==> src/rtl/div_pkg.sv <==
// Shared constants for the iterative divider: FSM state encodings and
// the fixed quotient reported on a divide by zero.
package div_pkg;

  typedef logic [1:0] state_t;

  localparam state_t S_IDLE = 2'd0;
  localparam state_t S_RUN  = 2'd1;
  localparam state_t S_DONE = 2'd2;

  // Sliced down to DATA_WIDTH by the user, so widths up to 64 are covered.
  localparam logic [63:0] DIV_ZERO_QUOTIENT = '1;

endpackage

==> src/rtl/div_sign_fix.sv <==
// Conditional two's-complement negate. Used both to take operand magnitudes
// and to apply the final sign to quotient and remainder.
module div_sign_fix #(
  parameter int W = 32
) (
  input  logic [W-1:0] value_i,
  input  logic         negate_i,
  output logic [W-1:0] result_o
);

  // Negating -2^(W-1) yields the same bit pattern, which read as unsigned is
  // exactly the magnitude 2^(W-1).
  assign result_o = negate_i ? (~value_i + {{(W-1){1'b0}}, 1'b1}) : value_i;

endmodule

==> src/rtl/iterative_divider.sv <==
// Radix-2 restoring divider for DIV/DIVU: one quotient bit per cycle,
// sign-corrected results registered on the final iteration.
module iterative_divider
  import div_pkg::*;
#(
  parameter int DATA_WIDTH = 32,
  parameter int CNT_WIDTH  = $clog2(DATA_WIDTH) + 1
) (
  input  logic                  clk,
  input  logic                  rst_n,
  input  logic                  start,
  input  logic                  is_signed,
  input  logic [DATA_WIDTH-1:0] dividend,
  input  logic [DATA_WIDTH-1:0] divisor,
  output logic                  busy,
  output logic                  done,
  output logic [DATA_WIDTH-1:0] quotient,
  output logic [DATA_WIDTH-1:0] remainder,
  output logic                  div_by_zero,
  output logic [1:0]            dbg_state_o
);

  localparam logic [CNT_WIDTH-1:0] LAST_CNT = CNT_WIDTH'(DATA_WIDTH - 1);

  state_t                  state_q, state_d;
  logic [CNT_WIDTH-1:0]    cnt_q, cnt_d;
  logic [DATA_WIDTH-1:0]   rem_q, rem_d;
  logic [DATA_WIDTH-1:0]   quo_q, quo_d;
  logic [DATA_WIDTH-1:0]   dvs_q, dvs_d;
  logic                    q_neg_q, q_neg_d;
  logic                    r_neg_q, r_neg_d;
  logic [DATA_WIDTH-1:0]   quotient_q, quotient_d;
  logic [DATA_WIDTH-1:0]   remainder_q, remainder_d;
  logic                    dbz_q, dbz_d;

  logic                    accept;
  logic                    dividend_neg, divisor_neg;
  logic [DATA_WIDTH-1:0]   dividend_mag, divisor_mag;
  logic [DATA_WIDTH:0]     rem_shift;
  logic                    trial_ok;
  logic [DATA_WIDTH-1:0]   trial_diff;
  logic [DATA_WIDTH-1:0]   rem_next, quo_next;
  logic [DATA_WIDTH-1:0]   quo_fixed, rem_fixed;

  assign accept       = start && (state_q != S_RUN);
  assign dividend_neg = is_signed && dividend[DATA_WIDTH-1];
  assign divisor_neg  = is_signed && divisor[DATA_WIDTH-1];

  div_sign_fix #(.W(DATA_WIDTH)) u_abs_dividend (
    .value_i(dividend), .negate_i(dividend_neg), .result_o(dividend_mag)
  );
  div_sign_fix #(.W(DATA_WIDTH)) u_abs_divisor (
    .value_i(divisor), .negate_i(divisor_neg), .result_o(divisor_mag)
  );

  // The trial subtraction only matters through its sign, so it is done as an
  // unsigned compare; when it succeeds the difference is below the divisor
  // and the modular DATA_WIDTH-bit subtraction is exact.
  assign rem_shift  = {rem_q, quo_q[DATA_WIDTH-1]};
  assign trial_ok   = rem_shift >= {1'b0, dvs_q};
  assign trial_diff = rem_shift[DATA_WIDTH-1:0] - dvs_q;
  assign rem_next   = trial_ok ? trial_diff : rem_shift[DATA_WIDTH-1:0];
  assign quo_next   = {quo_q[DATA_WIDTH-2:0], trial_ok};

  div_sign_fix #(.W(DATA_WIDTH)) u_fix_quotient (
    .value_i(quo_next), .negate_i(q_neg_q), .result_o(quo_fixed)
  );
  div_sign_fix #(.W(DATA_WIDTH)) u_fix_remainder (
    .value_i(rem_next), .negate_i(r_neg_q), .result_o(rem_fixed)
  );

  always_comb begin
    state_d     = state_q;
    cnt_d       = cnt_q;
    rem_d       = rem_q;
    quo_d       = quo_q;
    dvs_d       = dvs_q;
    q_neg_d     = q_neg_q;
    r_neg_d     = r_neg_q;
    quotient_d  = quotient_q;
    remainder_d = remainder_q;
    dbz_d       = dbz_q;

    case (state_q)
      S_RUN: begin
        rem_d = rem_next;
        quo_d = quo_next;
        cnt_d = cnt_q + CNT_WIDTH'(1);
        if (cnt_q == LAST_CNT) begin
          state_d     = S_DONE;
          quotient_d  = quo_fixed;
          remainder_d = rem_fixed;
        end
      end
      default: state_d = S_IDLE;
    endcase

    // Acceptance from IDLE or DONE overrides the default transition above.
    if (accept) begin
      quotient_d  = '0;
      remainder_d = '0;
      dbz_d       = 1'b0;
      q_neg_d     = dividend_neg ^ divisor_neg;
      r_neg_d     = dividend_neg;
      dvs_d       = divisor_mag;
      quo_d       = dividend_mag;
      rem_d       = '0;
      cnt_d       = '0;
      if (divisor == '0) begin
        state_d     = S_DONE;
        quotient_d  = DIV_ZERO_QUOTIENT[DATA_WIDTH-1:0];
        remainder_d = dividend;
        dbz_d       = 1'b1;
      end else begin
        state_d = S_RUN;
      end
    end
  end

  always_ff @(posedge clk or negedge rst_n) begin
    if (!rst_n) begin
      state_q     <= S_IDLE;
      cnt_q       <= '0;
      rem_q       <= '0;
      quo_q       <= '0;
      dvs_q       <= '0;
      q_neg_q     <= 1'b0;
      r_neg_q     <= 1'b0;
      quotient_q  <= '0;
      remainder_q <= '0;
      dbz_q       <= 1'b0;
    end else begin
      state_q     <= state_d;
      cnt_q       <= cnt_d;
      rem_q       <= rem_d;
      quo_q       <= quo_d;
      dvs_q       <= dvs_d;
      q_neg_q     <= q_neg_d;
      r_neg_q     <= r_neg_d;
      quotient_q  <= quotient_d;
      remainder_q <= remainder_d;
      dbz_q       <= dbz_d;
    end
  end

  assign busy        = (state_q == S_RUN);
  assign done        = (state_q == S_DONE);
  assign quotient    = quotient_q;
  assign remainder   = remainder_q;
  assign div_by_zero = dbz_q;
  assign dbg_state_o = state_q;

endmodule

==> config.mk <==
export PLATFORM = sky130hd
export DESIGN_NAME = iterative_divider
export DESIGN_NICKNAME = d
export VERILOG_FILES = /design/src/rtl/div_pkg.sv /design/src/rtl/div_sign_fix.sv /design/src/rtl/iterative_divider.sv
export SDC_FILE = /design/constraint.sdc
export NUM_CORES = 1
export LEC_CHECK = 0
export CAP_MARGIN = 5
export CORE_ASPECT_RATIO = 0.6
export CORE_MARGIN = 5
export CORE_UTILIZATION = 40
export DETAILED_ROUTE_END_ITERATION = 10
export GPL_TIMING_DRIVEN = 0
export PLACE_DENSITY = 0.6
export SLEW_MARGIN = 10
export SYNTH_ARGS = -nofsm -noshare
export SYNTH_HDL_FRONTEND = slang
export SYNTH_SLANG_ARGS = --single-unit
export TNS_END_PERCENT = 30
==> constraint.sdc <==
create_clock -name clk -period 6 [get_ports clk]
set_input_delay 1.8 -clock clk [delete_from_list [all_inputs] [get_ports clk]]
set_output_delay 1.8 -clock clk [all_outputs]
set_load 0.05 [all_outputs]
==> results.py <==
metrics = {
    "synth": {
        "yosys_warnings": 0,
        "synth_top_flop_cell": "dfrtp_1",
        "ys_ff_latch": 171,
        "synth_cells": 1543,
        "yosysTopAreaCell": "dfrtp_1",
        "synth.area.top_cells": "dfrtp_1, o21ai_0, nand2_1, xnor2_1, a21oi_1",
        "syn_area_per_cell_um2": 8.00,
        "synth.net_count": 1649,
        "synth_edf_count": 0,
        "ys_types": 74,
        "synth_area_um2": 12300,
        "synthArstFlopShare_pct": 100,
        "netlist.area_leader.share_pct": 34.7,
        "seq_area_frac_synth_pct": 34.7,
    },
    "clock_tree": {
        "cts_hold_buf": 0,
        "path_clk_slew_ns": 0.07,
        "cts_tree": "done",
        "clock_insertion_delay_worst_skew_ns": 0.46,
        "htreeDepth": 4,
        "cts_root_buf": "clkbuf_16",
        "cts_buffers": 17,
        "cts_sinks": 171,
        "clockBufferDepth": 2,
    },
    "timing": {
        "fin_ws_ns": 0.312,
        "skew_ns": 0.00837,
        "whs_ns": 0.475,
        "timing.fmax_mhz": 176,
        "slew_headroom_pct": 31.8,
        "slew_violations": 0,
        "rsz0062_at_grt": "no",
        "setup_violations": 0,
        "min_period_ns": 5.69,
        "tightest_slew_ns": 1.02,
        "hold_violations": 0,
        "finalCritPeriodShare_pct": 94.8,
        "final.setup.tns_ns": 0,
    },
    "route": {
        "first_iter_violations": 1640,
        "via_per_inst": 6.00,
        "routed_wl_um": 49200,
        "first_pass_iters": 6,
        "wl_per_cell_um": 23.2,
        "drc_errors": 0,
        "postRouteAntennaNets": 0,
        "vias": 12710,
    },
    "placement": {
        "hpwl_um": 38800,
        "port_buffers": 135,
        "routabilityCongestion": 1.02,
        "dp_cells": 2087,
        "preCtsSetupSlack_ns": -0.448,
    },
    "worst_setup_path": {
        "cp.depth": 11,
        "r2r-end": "quotient[28]$_DFFE_PN0P_",
        "reg2reg_slack_ns": 0.33,
        "crit_family": "simple AND/OR/NAND/NOR gates",
        "critPathArrivalTime_ns": 6.07,
        "crit_slowest_cell": "nor3b_1",
        "max_stage_delay_ns": 0.66,
        "timing.rr.start": "rem_q[23]$_DFFE_PN0P_",
        "crit_chain": "clkdlybuf4s50_1, or3_1, nor3b_1, and3_1, nand3_1, nor3_2, nor2_1, nor2_1, clkbuf_2, a21oi_1, a21oi_1",
        "critPathKind": "primary input to flop",
        "critPathCaptureType": "flop",
        "cp.required_ns": 6.38,
        "crit_path_start_kind": "primary input",
        "cp_num_buf_inv": 2,
        "reg2regPathDepth": 18,
        "endpoint": "quotient[28]$_DFFE_PN0P_",
        "crit_fanout": 10,
        "critical_path.startpoint": "divisor[2]",
    },
    "grt": {
        "grt_overflow": 0,
        "antenna_found_initial": 0,
        "grt_pass1_vias": 11876,
        "gr-usage-all-layers_pct": 27.9,
        "grt_pass1_wl_um": 74500,
        "grt_max_degree": 101,
    },
    "layout": {
        "fin_cells": 2118,
        "final_net_count": 1803,
        "synthToLayoutAreaGrowth_pct": 20.1,
        "fill_cells": 3014,
        "layout-drive-gt1-share_pct": 4.50,
        "diodes": 0,
    },
    "die": {
        "rows": 49,
        "die_area_um2": 34600,
        "core-area_um2": 30200,
        "fp.dieH_um": 146,
        "initial_core_util_pct": 40.9,
        "io_pins": 137,
        "die_x_um": 237,
    },
    "run": {
        "maxCapViolCount": 0,
    },
    "min_path": {
        "hold_path.class": "flop to flop",
    },
    "run_status": {
        "status": "complete, no violations",
    },
}
## cell usage after synthesis, types with 18 or more instances
library cell  instances
a21oi_1              99
clkbuf_1             84
dfrtp_1             171
ha_1                 37
inv_1                56
mux2i_1              25
nand2_1             196
nand3_1              38
nand3b_1             33
nor2_1              100
nor3_1               19
nor4_1               18
o21ai_0             249
o31ai_1              22
or3_1                27
xnor2_1              79
xor2_1               54
## cells by family after synthesis
kind of cell | share of synthesized area, %
compound gates | 24.8
simple gates | 20.0
flops | 34.7
buf+inv | 4.91
xor+xnor | 9.57
fa+ha+maj | 3.91
mux | 2.21
## cell type report
cell class	count	area [µm²]	share of cell area [%]
Multi-Input combinational cell	1215	7470	50.4
Tap cell	408	510	3.44
Timing Repair Buffer	136	1380	9.33
Inverter	58	220	1.49
Sequential cell	171	4280	28.9
Clock buffer	17	425	2.87
Buffer	98	389	2.62
Clock inverter	15	145	0.979
## placed cells by master, fill, tap and decap left out, drive strengths merged, types with 25 or more instances in the layout
cell           instances
o21ai                257
nand2                196
dfrtp                171
clkdlybuf4s50        134
a21oi                101
clkbuf               101
nor2                 100
xnor2                 79
inv                   69
xor2                  55
nand3                 38
ha                    37
nand3b                33
or3                   29
o31ai                 27
mux2i                 25
## stage by stage
step | util [%] | cell area (µm²)
after floorplan | - | 12300
after global placement | 47.1 | 14200
after detailed placement | 47.2 | 14200
after CTS | 49.1 | 14800
after global routing | 49.2 | 14800
final | 49.2 | 14800
## worst min-delay path by stage
stage	from	cells past startpoint	slack, ns	endpoint
floorplan	cnt_q[5]$_DFFE_PN0P_	1	0.44	cnt_q[5]$_DFFE_PN0P_
global placement	quotient[25]$_DFFE_PN0P_	2	0.46	quotient[25]$_DFFE_PN0P_
detailed placement	quotient[25]$_DFFE_PN0P_	2	0.46	quotient[25]$_DFFE_PN0P_
CTS	quotient[25]$_DFFE_PN0P_	2	0.48	quotient[25]$_DFFE_PN0P_
global route	dvs_q[3]$_DFFE_PN0P_	2	0.51	dvs_q[3]$_DFFE_PN0P_
finish	quotient[25]$_DFFE_PN0P_	2	0.48	quotient[25]$_DFFE_PN0P_
## repair_timing
action / CTS / global route
setup endpoints to repair: 11 / 27
endpoints found under the hold margin: 0 / 0
buffers inserted: 0 / 0
gates resized for setup: 1 / 14
## routing by layer
| layer | GRT usage [%] | up-vias | wire, µm |
|---|---|---|---|
| li1 | - | 5831 | - |
| met1 | 45.5 | 6178 | 24600 |
| met2 | 32.8 | 642 | 17200 |
| met3 | 10.8 | 57 | 6340 |
| met4 | 6.95 | 2 | 975 |
| met5 | 1.65 | - | 82 |
## sequential cells by signal, indices dropped and copies added, names as in the netlist
register,cells
quo_q,32
quotient,32
dvs_q,32
q_neg_q,1
dbg_state_o,2
cnt_q,6
remainder,32
rem_q,32
r_neg_q,1
div_by_zero,1
## tightest hold or removal path, stage by stage (launching register included)
cell and delay [ns]:
dfrtp_1 0.35, nand2_1 0.05, nand2_1 0.05
Power is left out: the tool's default activity adds up to more than one toggle a clock period on the data nets, which glitch-free logic cannot reach.
